[src/rtl/seq_booth_mul.sv]
// Sequential radix-4 Booth multiplier that retires two multiplier bits per clock.
// Computes the full 2*WIDTH-bit product, signed x signed or unsigned x unsigned per operation.
module seq_booth_mul #(
  parameter int WIDTH = 32
) (
  input  logic                 Clk,
  input  logic                 Reset,
  input  logic                 start,
  input  logic                 is_signed,
  input  logic [WIDTH-1:0]     a,
  input  logic [WIDTH-1:0]     b,
  output logic                 ready,
  output logic                 done,
  output logic [2*WIDTH-1:0]   product
);

  // state | meaning
  // IDLE  | waiting for start; ready high
  // CALC  | one Booth digit retired per clock, ITER clocks total
  // DONE  | product valid, done pulses for this single cycle
  localparam int ITER = WIDTH / 2 + 1;
  localparam int CW   = $clog2(ITER);
  localparam int QW   = WIDTH + 2;
  localparam int AW   = WIDTH + 4;

  typedef enum logic [1:0] {
    IDLE = 2'd0,
    CALC = 2'd1,
    DONE = 2'd2
  } state_t;

  state_t          state;
  logic [AW-1:0]   acc;
  logic [QW-1:0]   m;
  logic [QW-1:0]   q;
  logic            q_m1;
  logic [CW-1:0]   cnt;

  logic [AW-1:0]   m_x;
  logic [AW-1:0]   pp;
  logic [AW-1:0]   acc_sum;
  logic [AW-1:0]   acc_nxt;
  logic [QW-1:0]   q_nxt;
  logic [QW-1:0]   a_ext;
  logic [QW-1:0]   b_ext;

  always_comb begin
    a_ext = is_signed ? {{2{a[WIDTH-1]}}, a} : {2'b00, a};
    b_ext = is_signed ? {{2{b[WIDTH-1]}}, b} : {2'b00, b};
  end

  // Booth digit selects 0, +-M or +-2M; the sum is then shifted right by two
  // as one {acc, q} pair, so q doubles as the product's low-order bits.
  always_comb begin
    m_x = {{2{m[QW-1]}}, m};
    pp  = '0;
    unique case ({q[1:0], q_m1})
      3'b001, 3'b010: pp = m_x;
      3'b011:         pp = m_x << 1;
      3'b100:         pp = -(m_x << 1);
      3'b101, 3'b110: pp = -m_x;
      default:        pp = '0;
    endcase
    acc_sum = acc + pp;
    acc_nxt = {{2{acc_sum[AW-1]}}, acc_sum[AW-1:2]};
    q_nxt   = {acc_sum[1:0], q[QW-1:2]};
  end

  always_ff @(posedge Clk or posedge Reset) begin
    if (Reset) begin
      state   <= IDLE;
      ready   <= 1'b1;
      done    <= 1'b0;
      product <= '0;
      cnt     <= '0;
      acc     <= '0;
      m       <= '0;
      q       <= '0;
      q_m1    <= 1'b0;
    end else begin
      unique case (state)
        IDLE: begin
          if (start && ready) begin
            m     <= a_ext;
            q     <= b_ext;
            acc   <= '0;
            q_m1  <= 1'b0;
            cnt   <= '0;
            ready <= 1'b0;
            state <= CALC;
          end
        end
        CALC: begin
          acc  <= acc_nxt;
          q    <= q_nxt;
          q_m1 <= q[1];
          cnt  <= cnt + 1'b1;
          if (cnt == CW'(ITER - 1)) begin
            // After ITER steps all QW multiplier bits have shifted out of q,
            // so the low 2*WIDTH bits of {acc, q} are the exact product.
            product <= {acc_nxt[WIDTH-3:0], q_nxt};
            done    <= 1'b1;
            cnt     <= '0;
            state   <= DONE;
          end
        end
        DONE: begin
          done  <= 1'b0;
          ready <= 1'b1;
          state <= IDLE;
        end
        default: begin
          done  <= 1'b0;
          ready <= 1'b1;
          cnt   <= '0;
          state <= IDLE;
        end
      endcase
    end
  end

endmodule
[config.mk]
export PLATFORM = sky130hd
export DESIGN_NAME = seq_booth_mul
export DESIGN_NICKNAME = d
export VERILOG_FILES = /design/src/rtl/seq_booth_mul.sv
export SDC_FILE = /design/constraint.sdc
export NUM_CORES = 1
export LEC_CHECK = 0
export CAP_MARGIN = 20
export CORE_MARGIN = 2
export CORE_UTILIZATION = 53
export DETAILED_ROUTE_END_ITERATION = 10
export DONT_BUFFER_PORTS = 1
export PLACE_DENSITY = 0.68
export SLEW_MARGIN = 10
export SYNTH_ARGS = -nofsm -noshare
export SYNTH_HDL_FRONTEND = slang
export SYNTH_SLANG_ARGS = --single-unit
[constraint.sdc]
create_clock -name Clk -period 10.83 [get_ports Clk]
set_input_delay 2.166 -clock Clk [delete_from_list [all_inputs] [get_ports Clk]]
set_output_delay 2.166 -clock Clk [all_outputs]
set_load 0.03 [all_outputs]
# Word-level counts from Yosys, hierarchy flattened
# Cells that the tools add are included.
# word_totals
input_bits	68
elab_cells	57
output_inout_bits	66
reg_bits	178
# op_classes
addsub	4
n_bitwise	3
mux	18
n_eq_ne	11
n_reduce_logical	12
# ops
operator	count
$pmux W36 S4	1
$mux W34	3
$neg A36 Y36	2
$pmux W36 S2	1
$pmux W34 S2	1
$add A36 B36 Y36	1
$mux W36	1
$pmux W5 S3	1
$reduce_and A2 Y1	7
$mux W5	2
$eq A3 B3 Y1 const B	3
$eq A3 B2 Y1 const B	2
$pmux W1 S2	3
$add A5 B1 Y5 const B	1
$eq A5 B5 Y1 const B	1
$mux W2	2
$ne A2 B2 Y1 const B	2
$pmux W2 S2	1
$reduce_or A2 Y1	2
$eq A3 B1 Y1 const B	1
$not A1 Y1	3
$eq A2 B1 Y1 const B	1
$eq A2 B2 Y1 const B	1
$logic_not A2 Y1	1
other kinds (3)	4

# Depth between registers and ports, before layout
# logic_depth
ltp_word	5
depth_mapped	21
mapped_depth_nobuf	20

# Worst setup path before layout
# Ideal clock, no wire load.
# synth_timing
path_kind	register -> register
start	register m[12]
end	register acc[34]
t_required_ps	10712
period_less_slack_ps	4793
arrival_time_ps	4675
n_path_buf	2
slack_ps	6037
stages_incl_launch_ff	17
setup_ps	118
cell_sequence	dfrtp_1 -> buf_6 -> or4_4 -> or4_4 -> or3_1 -> or3_1 -> xor2_1 -> a221o_1 -> ha_1 -> clkbuf_1 -> nand3_1 -> nor2_1 -> a2111oi_0 -> a211oi_1 -> or3_1 -> a31o_1 -> a21o_1
# synth_between
elab_chain_len	4
elab_cells_between_ends	5
classes_between	3 x add/sub; 2 x mux
# synth_lines
element	line	source
start, declared	34	logic [QW-1:0] m;
start signal, assigned	84	m <= a_ext;
$neg A36 Y36, on equally long branches	61, 60	
$pmux W36 S4 *	57	unique case ({q[1:0], q_m1})
$add A36 B36 Y36 *	64	acc_sum = acc + pp;
$pmux W36 S2 *	81	unique case (state)
end signal, assigned	94	acc <= acc_nxt;
end, declared	33	logic [AW-1:0] acc;
# Every way passes the cells marked *; elsewhere a longest branch is shown, timed or not.
# A chain may end at the register's enable or synchronous reset.

# Final worst setup path
# layout_timing
start	register m[3]
end	register product[61]
# layout_between
elab_chain_len	3
elab_cells_between_ends	4
classes_between	3 x add/sub; 1 x mux
# layout_lines
element	line	source
$neg A36 Y36, on equally long branches	61, 60	
$pmux W36 S4 *	57	
$add A36 B36 Y36 *	64	
end signal, assigned	101	product <= {acc_nxt[WIDTH-3:0], q_nxt};
end, declared	14	output logic [2*WIDTH-1:0] product
# Marks and branches as above.

==> flow_metrics.env <==
export IMPL_outcome="finished clean"
export IMPL_timing_rr_start="m[3]$_DFFE_PP0P_"
export IMPL_r2r_end="product[61]$_DFFE_PP0P_"
export IMPL_root_buffer="clkbuf_16"
export IMPL_n_antenna_cell=0
export IMPL_clk_latency_ns=0.43
export IMPL_critPathCaptureType="register"
export IMPL_start_kind="register"
export IMPL_crit_slowest_cell="dfrtp_1"
export IMPL_holdCritPathClass="register to register"
export IMPL_critical_path_class="register to register"
export IMPL_min_period_over_period_pct=48.4
export IMPL_start_util_pct=54.0
export IMPL_hold_depth=2
export IMPL_syn_nets=1345
export IMPL_max_freq_mhz=191
export IMPL_cp_startpoint="m[3]$_DFFE_PP0P_"
export IMPL_synth_cell_type_count=66
export IMPL_drt_iter0_drc=581
export IMPL_cp_required_ns=11.11
export IMPL_synthArstFlopShare_pct=100
export IMPL_tightest_slew_ns=0.953
export IMPL_cts_tree="built"
export IMPL_post_cts_buffers=0
export IMPL_path_common_cell="nand2_1"
export IMPL_max_slew_margin_rel_pct=36.2
export IMPL_io_buffers=0
export IMPL_dpl_hpwl_mm=19.0
export IMPL_area_growth_pct=7.00
export IMPL_die_w_um=145
export IMPL_setup_viol=0
export IMPL_die_height_um=145
export IMPL_layout_drive_gt1_share_pct=8.12
export IMPL_synth_area_leader_cell="dfrtp_1"
export IMPL_ys_seq_area_share_pct=41.8
export IMPL_drt_pass1_iterations=5
export IMPL_hold_viol=0
export IMPL_nNetsFinal=1289
export IMPL_cts_hold_buffers_added=0
export IMPL_cts_max_level=4
export IMPL_grt_overflow_total=0
export IMPL_reg2regPathDepth=19
export IMPL_synth_area_mm2=0.0105
export IMPL_max_stage_delay_ns=0.49
export IMPL_tns_ns=0
export IMPL_clk_path_buf_depth=2
export IMPL_period_minus_slack_ns=5.24
export IMPL_avgViaCountPerCell=6.05
export IMPL_yosysWarnings=0
export IMPL_grt_max_degree=108
export IMPL_endpoint="product[61]$_DFFE_PP0P_"
export IMPL_route_detailed_drc=0
export IMPL_synth_ff_type="dfrtp_1"
export IMPL_synth_edf_count=0
export IMPL_syn_inst=1238
export IMPL_finalMaxSlewViolations=0
export IMPL_final_util_pct=57.8
export IMPL_crit_chain="nor3_1 > nand4b_1 > nor3_1 > nand2_1 > or3_1 > nand2_1 > xnor2_1 > a221oi_1 > a31oi_1 > ha_1 > nand2_1 > nor2_1 > a211oi_1 > o211ai_1 > or2_2 > a41o_1 > a41oi_1 > xor2_1 > o21ai_0"
export IMPL_rsz0062_at_grt="no"
export IMPL_numClockSinks=175
export IMPL_rrSetupSlack_ns=5.59
export IMPL_grt_use_total_pct=26.9
export IMPL_vias=8836
export IMPL_ys_top_cells_by_area="dfrtp_1 (42%), nand2_1 (11%), o21ai_0 (5.0%)"
export IMPL_wirelength_mm=27.4
export IMPL_io_pins=134
export IMPL_cp_max_fo=9
export IMPL_n_fill_cell=1799
export IMPL_wl_per_cell_um=18.8
export IMPL_routabilityCongestion=0.966
export IMPL_avgSynthCellArea_um2=8.46
export IMPL_core_mm2=0.0194
export IMPL_crit_arrival_ns=5.52
export IMPL_antenna_found_initial=0
export IMPL_cts_made_buffers=17
export IMPL_grt_pass1_vias=8242
export IMPL_cts_repair_resized=0
export IMPL_cts_clk_slew_worst_paths_ns=0.07
export IMPL_synth_top_area_share_pct=41.6
export IMPL_cap_violations=0
export IMPL_ant_nets=0
export IMPL_hold_ws_ns=0.498
export IMPL_grt_pass1_wl_mm=44.2
export IMPL_die_area_mm2=0.0209
export IMPL_skew_ns=0.00831
export IMPL_std_cell_rows=51
export IMPL_ys_seq_elements=175
worst max-delay path: cells and delay by family, from the launching register on:
kind | cells | cell delay, ns
xor gates and xnor gates | 2 | 0.38
AOI/OAI and AO/OA | 7 | 1.62
DFF | 1 | 0.49
adders and majority gates | 1 | 0.42
and+or+nand+nor | 9 | 2.17
synthesized netlist by cell type (6+ instances only):
cell,number
a211oi_1,13
a21o_1,19
a21oi_1,55
a221o_1,7
a221oi_1,18
a31oi_1,50
and2_1,6
and3_1,8
buf_1,11
clkbuf_1,74
dfrtp_1,174
ha_1,38
inv_1,14
mux2_2,33
mux2i_1,11
nand2_1,298
nand2b_1,6
nand3_1,49
nor2_1,72
nor3_1,12
nor4_1,6
o211ai_1,7
o21ai_0,105
or3_1,7
xnor2_1,42
xor2_1,35
sequential cells by signal, summed over array words and instances (netlist names):
register  cells
product      64
acc          34
q            34
m            33
cnt           5
state         2
done          1
q_m1          1
ready         1
final cells by class:
class / instances / area [um^2] / area share (%)
Multi-Input combinational cell: 959 / 5710 / 50.9
Sequential cell: 175 / 4380 / 39.1
Clock buffer: 17 / 425 / 3.80
Tap cell: 265 / 332 / 2.96
Clock inverter: 15 / 164 / 1.46
Timing Repair Buffer: 13 / 130 / 1.16
Inverter: 16 / 65.1 / 0.581
metal layers:
metal  track usage, %  vias up  routed length, um
li1                 -     4237                  -
met1             37.0     4253              12600
met2             43.3      305              12600
met4             8.84        0                549
met3             4.70       41               1710
met5                0        -                  0
kinds of logic after synthesis:
kind of cell | synth area share, %
AO/OA/AOI/OAI | 18.3
XOR/XNOR | 6.44
adder cells (fa/ha/maj) | 4.73
buffers and inverters | 3.82
flip-flops | 41.8
multiplexers | 4.60
AND/OR/NAND/NOR | 20.3
cell usage in the layout, fill, tap and decap left out, types with 3 or more instances in the layout:
master,netlist,layout
nor2_1,72,70
nand2b_1,6,5
a31oi_1,50,50
nor3_1,12,12
o21ai_0,105,105
a211oi_1,13,13
a22o_1,3,3
dfrtp_1,174,174
mux2_2,33,33
or2_2,3,3
xor2_1,35,35
nand4_1,5,5
or3_1,7,7
xnor2_1,42,42
inv_6,0,6
o22ai_1,3,3
nand2_1,298,298
ha_1,38,38
a21o_1,19,19
o211ai_1,7,7
clkbuf_16,0,17
buf_4,0,11
mux2i_1,11,11
nor2b_1,5,5
nand3_1,49,49
inv_8,0,4
o21a_1,3,3
nor4_1,6,6
a221oi_1,18,18
and3_1,8,8
a22oi_1,4,4
a21oi_1,55,55
and2_1,6,6
inv_1,14,13
a221o_1,7,7
how the worst min path moves through the flow:
| stage | startpoint | end |
|---|---|---|
| global route | q[21]$_DFFE_PP0P_ | product[19]$_DFFE_PP0P_ |
| global placement | acc[7]$_DFFE_PP0P_ | acc[7]$_DFFE_PP0P_ |
| finish | acc[7]$_DFFE_PP0P_ | acc[7]$_DFFE_PP0P_ |
| floorplan | acc[7]$_DFFE_PP0P_ | acc[7]$_DFFE_PP0P_ |
| CTS | q[18]$_DFFE_PP0P_ | product[16]$_DFFE_PP0P_ |
| detailed placement | acc[7]$_DFFE_PP0P_ | acc[7]$_DFFE_PP0P_ |
per-stage QoR:
| stage | setup slack, ns | cells | instance area [um^2] |
|---|---|---|---|
| 6_report | 5.59 | 1460 | 11200 |
| 5_1_grt | 5.15 | 1460 | 11200 |
| 4_1_cts | 5.67 | 1458 | 11200 |
| 3_5_place_dp | 5.69 | 1426 | 10600 |
| 3_3_place_gp | 5.79 | 1426 | 10600 |
| 2_1_floorplan | 3.92 | 1238 | 10500 |
Power is left out: the tool's default activity adds up to more than one toggle a clock period on the data nets, which glitch-free logic cannot reach.
